<file path="config.mk">
export PLATFORM = sky130hd
export DESIGN_NAME = kmeans_pass_scheduler
export DESIGN_NICKNAME = d
export VERILOG_FILES = /design/src/rtl/kmeans_pkg.sv /design/src/rtl/kmeans_addr_sweeper.sv /design/src/rtl/kmeans_pass_scheduler.sv
export SDC_FILE = /design/constraint.sdc
export NUM_CORES = 1
export LEC_CHECK = 0
export ABC_AREA = 1
export ABC_CLOCK_PERIOD_IN_PS = 3400
export CAP_MARGIN = 40
export CORE_ASPECT_RATIO = 1.1
export CORE_MARGIN = 2
export CORE_UTILIZATION = 30
export CTS_CLUSTER_DIAMETER = 30
export CTS_CLUSTER_SIZE = 16
export DETAILED_ROUTE_END_ITERATION = 10
export PLACE_DENSITY = 0.52
export RECOVER_POWER = 100
export SLEW_MARGIN = 20
export SYNTH_ARGS = -nofsm -noshare
export SYNTH_HDL_FRONTEND = slang
export SYNTH_HIERARCHICAL = 1
export SYNTH_SLANG_ARGS = --single-unit
</file>
<file path="constraint.sdc">
create_clock -name clk_i -period 3.4 [get_ports clk_i]
set_clock_uncertainty 0.05 [all_clocks]
set_input_delay 0.51 -clock clk_i [delete_from_list [all_inputs] [get_ports clk_i]]
set_output_delay 0.51 -clock clk_i [all_outputs]
set_load 0.1 [all_outputs]
</file>
<file path="src/rtl/kmeans_pkg.sv">
// kmeans_pkg
// Shared definitions for the K-means pass scheduler: FSM state encoding,
// IEEE-754 single-precision field positions, the default convergence
// threshold and small float helpers used by the convergence check.
package kmeans_pkg;

    typedef enum logic [2:0] {
        ST_IDLE,
        ST_SWEEP,
        ST_DRAIN,
        ST_CHECK,
        ST_LABEL_SWEEP,
        ST_LABEL_DRAIN,
        ST_FINISH
    } kmeans_state_e;

    localparam int SIGN_BIT = 31;
    localparam int EXP_MSB  = 30;
    localparam int EXP_LSB  = 23;

    localparam int ITER_W = 5;

    // 0.01 in single precision
    localparam logic [31:0] DELTA_THRESH_DEF = 32'h3C23D70A;

    function automatic logic f32_is_nan(input logic [31:0] f);
        return (&f[EXP_MSB:EXP_LSB]) && (|f[EXP_LSB-1:0]);
    endfunction

    // Magnitude compare: with the sign bit dropped, the ordering of
    // non-negative IEEE-754 values matches unsigned integer ordering.
    function automatic logic f32_mag_below(input logic [31:0] f, input logic [31:0] thr);
        return !f32_is_nan(f) && (f[EXP_MSB:0] < thr[EXP_MSB:0]);
    endfunction

endpackage

</file>
<file path="src/rtl/kmeans_addr_sweeper.sv">
// kmeans_addr_sweeper
// Pixel address generator shared by the clustering and labelling sweeps.
// Issues one read per cycle while enabled and the core is ready, wraps to 0
// after the last pixel, and delays the read strobe plus first/last flags by
// the BRAM read latency so they line up with the BRAM output data.
//
// Ports:
//   clk_i, reset_i   clock, synchronous active-high reset
//   clr_i            force the address counter back to 0 (job start)
//   en_i             a sweep state is active
//   ready_i          core accepts a pixel this cycle
//   addr_o           current read address
//   rd_en_o          read strobe (en_i & ready_i)
//   last_issue_o     rd_en_o on the last pixel address
//   pix_valid_o      rd_en_o delayed by RD_LAT
//   first_o, last_o  address-0 / address-(NUM_PIXELS-1) flags delayed by RD_LAT
module kmeans_addr_sweeper
    import kmeans_pkg::*;
#(
    parameter int ADDR_W     = 16,
    parameter int NUM_PIXELS = 16384,
    parameter int RD_LAT     = 1
) (
    input  logic              clk_i,
    input  logic              reset_i,
    input  logic              clr_i,
    input  logic              en_i,
    input  logic              ready_i,
    output logic [ADDR_W-1:0] addr_o,
    output logic              rd_en_o,
    output logic              last_issue_o,
    output logic              pix_valid_o,
    output logic              first_o,
    output logic              last_o
);

    localparam logic [ADDR_W-1:0] LAST_ADDR = ADDR_W'(NUM_PIXELS - 1);

    logic [ADDR_W-1:0] addr_q, addr_d;
    logic [RD_LAT-1:0] vld_q, first_q, last_q;
    logic              rd_en;
    logic              at_last;

    assign rd_en   = en_i & ready_i;
    assign at_last = (addr_q == LAST_ADDR);

    always_comb begin
        addr_d = addr_q;
        if (clr_i) begin
            addr_d = '0;
        end else if (rd_en) begin
            addr_d = at_last ? '0 : addr_q + ADDR_W'(1);
        end
    end

    // The delay line runs regardless of sweep state so pixels issued in the
    // last sweep cycle still reach the core after the FSM has moved on.
    always_ff @(posedge clk_i) begin
        if (reset_i) begin
            addr_q  <= '0;
            vld_q   <= '0;
            first_q <= '0;
            last_q  <= '0;
        end else begin
            addr_q     <= addr_d;
            vld_q[0]   <= rd_en;
            first_q[0] <= rd_en && (addr_q == '0);
            last_q[0]  <= rd_en && at_last;
            for (int i = 1; i < RD_LAT; i++) begin
                vld_q[i]   <= vld_q[i-1];
                first_q[i] <= first_q[i-1];
                last_q[i]  <= last_q[i-1];
            end
        end
    end

    assign addr_o       = addr_q;
    assign rd_en_o      = rd_en;
    assign last_issue_o = rd_en && at_last;
    assign pix_valid_o  = vld_q[RD_LAT-1];
    assign first_o      = first_q[RD_LAT-1];
    assign last_o       = last_q[RD_LAT-1];

endmodule

</file>
<file path="src/rtl/kmeans_pass_scheduler.sv">
// kmeans_pass_scheduler
// Runs clustering passes of the K-means core over the CIE-A pixel buffer
// until the centroid delta drops below threshold or the iteration cap is hit,
// then runs one labelling pass that writes 1-bit cluster IDs.
//
// Ports:
//   clk_i, reset_i           clock, synchronous active-high reset
//   start_i                  begin a job (ignored unless idle)
//   busy_o, done_o           job in progress / single-cycle completion pulse
//   converged_o              threshold met before the iteration cap
//   iter_count_o             clustering passes executed
//   pix_addr_o, pix_rd_en_o  CIE-A read port
//   core_*                   pixel stream to and results from the core
//   cid_addr_o, cid_we_o, cid_wdata_o  cluster-ID memory write port
//
// state          | meaning
// ---------------+----------------------------------------------------
// ST_IDLE        | waiting for start
// ST_SWEEP       | issuing pixel reads for a clustering pass
// ST_DRAIN       | waiting for the core's end-of-pass delta
// ST_CHECK       | convergence / iteration-cap decision
// ST_LABEL_SWEEP | issuing pixel reads for the labelling pass
// ST_LABEL_DRAIN | all reads issued, collecting remaining cluster IDs
// ST_FINISH      | done pulse, back to idle
module kmeans_pass_scheduler
    import kmeans_pkg::*;
#(
    parameter int          ADDR_W       = 16,
    parameter int          NUM_PIXELS   = 16384,
    parameter int          MAX_ITER     = 16,
    parameter logic [31:0] DELTA_THRESH = DELTA_THRESH_DEF,
    parameter int          RD_LAT       = 1
) (
    input  logic              clk_i,
    input  logic              reset_i,
    input  logic              start_i,
    output logic              busy_o,
    output logic              done_o,
    output logic              converged_o,
    output logic [4:0]        iter_count_o,
    output logic [ADDR_W-1:0] pix_addr_o,
    output logic              pix_rd_en_o,
    input  logic              core_ready_i,
    output logic              core_pix_valid_o,
    output logic              core_first_o,
    output logic              core_last_o,
    output logic              core_label_mode_o,
    input  logic              core_pass_done_i,
    input  logic [31:0]       core_delta_i,
    input  logic              core_cid_valid_i,
    input  logic              core_cid_i,
    output logic [ADDR_W-1:0] cid_addr_o,
    output logic              cid_we_o,
    output logic              cid_wdata_o
);

    localparam logic [ADDR_W:0]   NUM_CNT  = (ADDR_W+1)'(NUM_PIXELS);
    localparam logic [ADDR_W:0]   LAST_WR  = NUM_CNT - (ADDR_W+1)'(1);
    localparam logic [ITER_W-1:0] ITER_CAP = ITER_W'(MAX_ITER);

    kmeans_state_e     state_q, state_d;
    logic [ITER_W-1:0] iter_q, iter_d;
    logic              conv_q, conv_d;
    logic [31:0]       delta_q, delta_d;
    logic [ADDR_W:0]   wr_cnt_q, wr_cnt_d;
    logic              cid_we_q, cid_we_d;
    logic              cid_wdata_q, cid_wdata_d;
    logic [ADDR_W-1:0] cid_addr_q, cid_addr_d;

    logic start_accept;
    logic sweep_en;
    logic label_state;
    logic last_issue;
    logic cid_accept;
    logic last_write;
    logic below;

    assign start_accept = (state_q == ST_IDLE) && start_i;
    assign sweep_en     = (state_q == ST_SWEEP) || (state_q == ST_LABEL_SWEEP);
    assign label_state  = (state_q == ST_LABEL_SWEEP) || (state_q == ST_LABEL_DRAIN);
    // Counter saturates at NUM_PIXELS so surplus labels are dropped.
    assign cid_accept   = label_state && core_cid_valid_i && (wr_cnt_q != NUM_CNT);
    assign last_write   = cid_accept && (wr_cnt_q == LAST_WR);
    assign below        = f32_mag_below(delta_q, DELTA_THRESH);

    kmeans_addr_sweeper #(
        .ADDR_W     (ADDR_W),
        .NUM_PIXELS (NUM_PIXELS),
        .RD_LAT     (RD_LAT)
    ) u_sweeper (
        .clk_i        (clk_i),
        .reset_i      (reset_i),
        .clr_i        (start_accept),
        .en_i         (sweep_en),
        .ready_i      (core_ready_i),
        .addr_o       (pix_addr_o),
        .rd_en_o      (pix_rd_en_o),
        .last_issue_o (last_issue),
        .pix_valid_o  (core_pix_valid_o),
        .first_o      (core_first_o),
        .last_o       (core_last_o)
    );

    always_comb begin
        state_d     = state_q;
        iter_d      = iter_q;
        conv_d      = conv_q;
        delta_d     = delta_q;
        wr_cnt_d    = wr_cnt_q;
        cid_we_d    = 1'b0;
        cid_wdata_d = cid_wdata_q;
        cid_addr_d  = cid_addr_q;

        case (state_q)
            ST_IDLE: begin
                if (start_i) begin
                    state_d  = ST_SWEEP;
                    iter_d   = '0;
                    conv_d   = 1'b0;
                    wr_cnt_d = '0;
                end
            end
            ST_SWEEP: begin
                if (last_issue) state_d = ST_DRAIN;
            end
            ST_DRAIN: begin
                if (core_pass_done_i) begin
                    state_d = ST_CHECK;
                    iter_d  = iter_q + ITER_W'(1);
                    delta_d = core_delta_i;
                end
            end
            ST_CHECK: begin
                // Threshold wins over the cap when both hold on the final pass.
                if (below) begin
                    conv_d  = 1'b1;
                    state_d = ST_LABEL_SWEEP;
                end else if (iter_q == ITER_CAP) begin
                    conv_d  = 1'b0;
                    state_d = ST_LABEL_SWEEP;
                end else begin
                    state_d = ST_SWEEP;
                end
            end
            ST_LABEL_SWEEP: begin
                if (last_write)      state_d = ST_FINISH;
                else if (last_issue) state_d = ST_LABEL_DRAIN;
            end
            ST_LABEL_DRAIN: begin
                if (last_write) state_d = ST_FINISH;
            end
            ST_FINISH: begin
                state_d = ST_IDLE;
            end
            default: begin
                state_d = ST_IDLE;
            end
        endcase

        if (cid_accept) begin
            cid_we_d    = 1'b1;
            cid_wdata_d = core_cid_i;
            cid_addr_d  = wr_cnt_q[ADDR_W-1:0];
            wr_cnt_d    = wr_cnt_q + (ADDR_W+1)'(1);
        end
    end

    always_ff @(posedge clk_i) begin
        if (reset_i) begin
            state_q     <= ST_IDLE;
            iter_q      <= '0;
            conv_q      <= 1'b0;
            delta_q     <= '0;
            wr_cnt_q    <= '0;
            cid_we_q    <= 1'b0;
            cid_wdata_q <= 1'b0;
            cid_addr_q  <= '0;
        end else begin
            state_q     <= state_d;
            iter_q      <= iter_d;
            conv_q      <= conv_d;
            delta_q     <= delta_d;
            wr_cnt_q    <= wr_cnt_d;
            cid_we_q    <= cid_we_d;
            cid_wdata_q <= cid_wdata_d;
            cid_addr_q  <= cid_addr_d;
        end
    end

    assign busy_o            = (state_q != ST_IDLE);
    assign done_o            = (state_q == ST_FINISH);
    assign converged_o       = conv_q;
    assign iter_count_o      = iter_q;
    assign core_label_mode_o = label_state;
    assign cid_addr_o        = cid_addr_q;
    assign cid_we_o          = cid_we_q;
    assign cid_wdata_o       = cid_wdata_q;

endmodule

</file>
==> qor.tcl <==
set qor(yosysWarningCount) 6
set qor(row_count) 46
set qor(synthesis.instances) 600
set qor(first_iter_violations) 173
set qor(buffer_ports.inserted) 83
set qor(clkSlewWorstSetupHoldPaths_ps) 60
set qor(cts.repair_timing.setup_buffer_count) 0
set qor(initial_core_util) 0.307
set qor(final_antenna_net_count) 0
set qor(post_detailed_routing_wire_length_mm) 11.5
set qor(remaining_drc_errors) 0
set qor(die_area_um2) 15700
set qor(post_synth_top_cells) {nand2_1, dfxtp_1, a21oi_1, nor2_1, inv_1}
set qor(fmax_mhz) 362
set qor(layout_cell_share_with_drive_strength_beyond_1) 0.0846
set qor(tightestPinTransition_ps) 1350
set qor(critical_path_peak_fanout) 8
set qor(criticalPathCategory) {flop to output port}
set qor(pin_count_of_the_biggest_net_entering_global_routing) 44
set qor(crit_start_category) {flop}
set qor(fp.coreArea_um2) 14400
set qor(placed_cells) 890
set qor(cts_tree) {built}
set qor(timing.hold.worst.class) {flop to flop}
set qor(worst_setup_path_startpoint) {state_q[2]}
set qor(number_of_antenna_violations_at_the_first_check_in_global_routing) 0
set qor(synth_fp_nets) 645
set qor(postCtsResizedCells) 0
set qor(finalSetupTns_ps) 0
set qor(post-layout-total-power_uw) 3270
set qor(setup_viol_count_final) 0
set qor(floorplan.die.height_um) 131
set qor(worstRegToRegCells) 6
set qor(max_cap_viol_count) 0
set qor(fin_nets) 754
set qor(synthDominantCellAreaShare) 0.422
set qor(overall_fraction_of_global_route_tracks_in_use) 0.149
set qor(final_min_period_over_clock_period) 0.813
set qor(viasPerCell) 4.71
set qor(ys_seq_area_frac) 0.422
set qor(slew_headroom) 0.103
set qor(cts-buffers-inserted) 9
set qor(hold_viol) 0
set qor(clock_tree.htree_level_count) 3
set qor(synth_edf_count) 0
set qor(critical_path_arrival_ps) 2210
set qor(yosys.area.top_type) {dfxtp_1}
set qor(cts.hold.buffers_added) 0
set qor(grt-ovfl-total) 0
set qor(route.detailed.wl_per_inst_um) 12.8
set qor(worst_r2r_startpoint) {state_q[2]}
set qor(worstSkewPairLatency_ps) 340
set qor(detail_route.first_pass.iterations) 4
set qor(diodes) 0
set qor(period_minus_slack_ps) 2770
set qor(synthArstFlopShare) 0
set qor(most_frequent_cell_after_synthesis) {nand2_1}
set qor(stdcell_count) 901
set qor(first_global_vias) 3994
set qor(worst_setup_path_end_kind) {output port}
set qor(synth_area_um2) 4410
set qor(ir_worst_vdd_uv) 332
set qor(slew_violations) 0
set qor(outcome) {finished, final reports clean}
set qor(clock-sinks) 93
set qor(critical_path.reg2reg.endpoint) {delta_q[11]}
set qor(finish.instance_area_um2) 5710
set qor(ff2ff_setup_slack_ps) 740
set qor(power_per_cell_area_nw_per_um2) 573
set qor(global_route_wire_length_before_repair_mm) 19.0
set qor(detailed_place_hpwl_mm) 8.59
set qor(synth_ff_type) {dfxtp_1}
set qor(grt_setup_unrepaired) {false}
set qor(synthDistinctLibCells) 41
set qor(leakagePower_uw) 0.00206
set qor(syn-mean-instance-area_um2) 7.35
set qor(critical_path.endpoint) {pix_rd_en_o}
set qor(dpl_cell_area_um2) 5870
set qor(routability_congestion) 0.797
set qor(synth-seq-cells) 93
set qor(cts_root_buffer) {clkbuf_16}
set qor(worstPathRequired_ps) 2840
set qor(num_io_pins) 86
set qor(clockBufferDepth) 2
set qor(vias) 4241
set qor(die_width_um) 120
set qor(synth_top_cells_by_area) {dfxtp_1, nand2_1, a21oi_1}
set qor(synthToLayoutAreaGrowth_pct) 29.5
==> report_power, final <==
group          internal [uW]  switching, uW
Sequential              1200           73.3
Clock                    495            382
Combinational            280            848
Total                   1970           1300
==> registers in the layout, summed over array words and instances (netlist names) <==
register,cells
cid_wdata_o,1
u_sweeper/pix_valid_o,1
cid_addr_o,16
state_q,3
u_sweeper/last_o,1
delta_q,30
iter_count_o,5
cid_we_o,1
converged_o,1
u_sweeper/addr_o,16
u_sweeper/first_o,1
wr_cnt_q,17
==> critical path, cell delays in order (launching register included) <==
cell and delay (ps):
dfxtp_1 470, inv_1 130, nand3_1 130, o21ai_0 110
nand2_1 290, clkinv_1 290, clkbuf_2 440
==> layout by cell type, fill, tap and decap left out, types with 2 or more instances in the layout <==
master             n
a21oi_2            3
xor2_1             4
ha_1               6
buf_16             4
nor3_4             2
nor3_1            14
xnor2_1            2
nand3_1           42
o21ai_1            5
o211ai_1           2
dlygate4sd3_1      7
clkbuf_1          45
o21ai_0           39
nand4_1            5
buf_8              2
nand2_1          114
o22ai_1            2
nor4_1             2
o21bai_1           2
inv_1             59
a211oi_2           3
nand2_2            6
inv_2              3
dfxtp_1           93
a211oi_1           4
nor2_4             4
clkbuf_16          9
nor2_1            68
a21oi_1           69
clkbuf_2           2
nor3b_1            2
nand3_2            7
clkdlybuf4s50_1   58
nor2_2             9
==> worst min-delay path by stage <==
stage | start | end | slack, ps | cells past startpoint
6_report | converged_o | converged_o | 410 | 2
5_1_grt | delta_q[9] | delta_q[9] | 430 | 2
4_1_cts | delta_q[16] | delta_q[16] | 410 | 2
3_5_place_dp | delta_q[16] | delta_q[16] | 400 | 2
3_3_place_gp | delta_q[1] | delta_q[1] | 400 | 2
2_1_floorplan | delta_q[17] | delta_q[17] | 380 | 2
==> per-stage QoR <==
stage	utilization	hold slack [ps]	setup slack [ps]
floorplan	-	381	199
global placement	0.374	397	1050
detailed placement	0.408	404	1050
CTS	0.425	413	814
global route	0.397	434	462
finish	0.397	411	635
==> cell type report <==
cell class / instances / area, um2
timing repair buffer: 118 / 973
multi-input combinational: 422 / 2150
sequential: 93 / 1860
inverter: 65 / 248
tap: 192 / 240
fill: 1520 / 8680
clock buffer: 11 / 243
==> metal layers <==
layer  vias to the layer above  wire, um  track usage
met5                         -         0            0
met4                         0       198       0.0601
met3                        13       452       0.0308
met2                        78      5660        0.257
met1                      1968      5220        0.179
li1                       2182         -            -
==> cell families (layout without fill, tap and decap cells) <==
family,Yosys count,after routing,share of synthesized area
adders and majority gates,6,6,0.0170
and+or+nand+nor,278,278,0.302
DFF,93,93,0.422
AOI/OAI and AO/OA,132,132,0.167
xor gates and xnor gates,6,6,0.0119
buffers and inverters,85,194,0.0794
(Power assumes the default switching activity.)
==> RTL change (config.mk and constraints unchanged) <==
One comparison of `wr_cnt_q` changes from == to >=.
--- a/src/rtl/kmeans_pass_scheduler.sv
+++ b/src/rtl/kmeans_pass_scheduler.sv
@@ -80,7 +80,7 @@
     assign label_state  = (state_q == ST_LABEL_SWEEP) || (state_q == ST_LABEL_DRAIN);
     // Counter saturates at NUM_PIXELS so surplus labels are dropped.
     assign cid_accept   = label_state && core_cid_valid_i && (wr_cnt_q != NUM_CNT);
-    assign last_write   = cid_accept && (wr_cnt_q == LAST_WR);
+    assign last_write   = cid_accept && (wr_cnt_q >= LAST_WR);
     assign below        = f32_mag_below(delta_q, DELTA_THRESH);
 
     kmeans_addr_sweeper #(
Formal check against the unedited RTL: no difference found for any inputs over 10 cycles, from zero or initial values and one cycle with reset_i high; that may be too few to reach the edited logic, so the function may still have changed.
==> RTL change against the original RTL <==
Fmax grew 0.50%; area after synthesis is 5.7% lower; final area is 3.4% lower; worst setup slack improved by 0.014 ns; highest routed layer unchanged; largest cell class unchanged; total power fell by 5.1%; via count shrank 4.0%; count of clock-buffer cells in the layout unchanged; wire length down 3.5%; sequential cell count stayed put; global-route usage up 1.1 points.
==> RTL change: results (changes against the original RTL) <==
R2R Path End wr_cnt_q[10] (was delta_q[11]); Hold Startpoint delta_q[23] (was converged_o); Worst Setup SP state_q[1] (was state_q[2]); Reg2Reg Launch Point wr_cnt_q[0] (was state_q[2]); Peak VDD IR 0.201 mV (was 0.332 mV); final worst path period share 80.9% (was 81.3%); CTS Root Cell clkbuf_16 (unchanged); layout cells sized above 1 5.71% (was 8.46%); leakage 2.00 nW (was 2.06 nW); Placer Congestion 0.865 (was 0.797); Cell variety after synth 39 (was 41); Setup WS pre-CTS 1.03 ns (was 1.05 ns); combinational share of power 27.5% (was 34.5%); R2R Setup Slk 0.91 ns (was 0.74 ns); Syn Nets 624 (was 645); P_clk 0.00100 W (was 0.000877 W); Placed Area 5690 um^2 (was 5870 um^2); synth cell count leaders nor2_1 (118), nand2_1 (94), dfxtp_1 (93) (was nand2_1 (109), dfxtp_1 (93), a21oi_1 (69)); sequential-to-total area share from yosys stat 44.8% (was 42.2%); Post-Synthesis Cells 579 (was 600); final std cells w/o fill 889 (was 901); critical path's slowest cell clkbuf_2 (was dfxtp_1); H-tree depth 3 (unchanged); crit path to pix_rd_en_o (unchanged); DP Wirelength 8230 um (was 8590 um); switching share of power 36.1% (was 39.8%); met2 routed WL 5340 um (was 5660 um); Worst Path Arrival 2.19 ns (was 2.21 ns); R2R cell count 10 (was 6); wire per inst 12.5 um (was 12.8 um); DR WL met3 453 um (was 452 um); Final nets 741 (was 754); Max-slew headroom 17.1% (was 10.3%); Net Sw Power 0.00112 W (was 0.00130 W); GR Util met3 2.89% (was 3.08%); Placed Cells incl. Taps 873 (was 890); grt met2 use 26.7% (was 25.7%); status completed (unchanged); Metal-1 WL 5080 um (was 5220 um); Via density 4.58 (was 4.71); hold slack 0.404 ns (was 0.411 ns); first-pass GRT wire length 18,600 um (was 19,000 um); gr usage total 16.0% (was 14.9%); synth top area cells dfxtp_1 (45%), nor2_1 (11%), nand2_1 (8.5%) (was dfxtp_1 (42%), nand2_1 (9.3%), a21oi_1 (7.8%)); largest net degree at the start of global routing 50 (was 44); Min-Delay Path Class flop to flop (unchanged); Worst Hold Path EP delta_q[23] (was converged_o); grt met1 use 19.8% (was 17.9%)
RTL change: cells by family (layout without fill, tap and decap cells):
| group | after synthesis | count (layout) | share of synthesized area, % |
|---|---|---|---|
| and+or+nand+nor | 281 | 281 | 29.7 |
| AOI/OAI and AO/OA | 124 | 124 | 16.0 |
| DFF | 93 | 93 | 44.8 |
| buffers and inverters | 70 | 192 | 6.68 |
| adders and majority gates | 6 | 6 | 1.80 |
| xor gates and xnor gates | 5 | 5 | 1.05 |
RTL change: worst min-delay path: cells and delay by family (launching register included):
| family | cells | cell delay (ns) |
|---|---|---|
| flops | 1 | 0.30 |
| buf+inv | 1 | 0.06 |
| compound gates | 1 | 0.05 |
RTL change: final cells by class:
class | instances | area, um^2
fillers | 1434 | 8160
multi-input cells | 416 | 1970
flip-flops and latches | 93 | 1860
repair buffers | 122 | 953
clock buffers | 11 | 243
well taps | 188 | 235
inverters | 54 | 204
clock inverters | 5 | 50.0
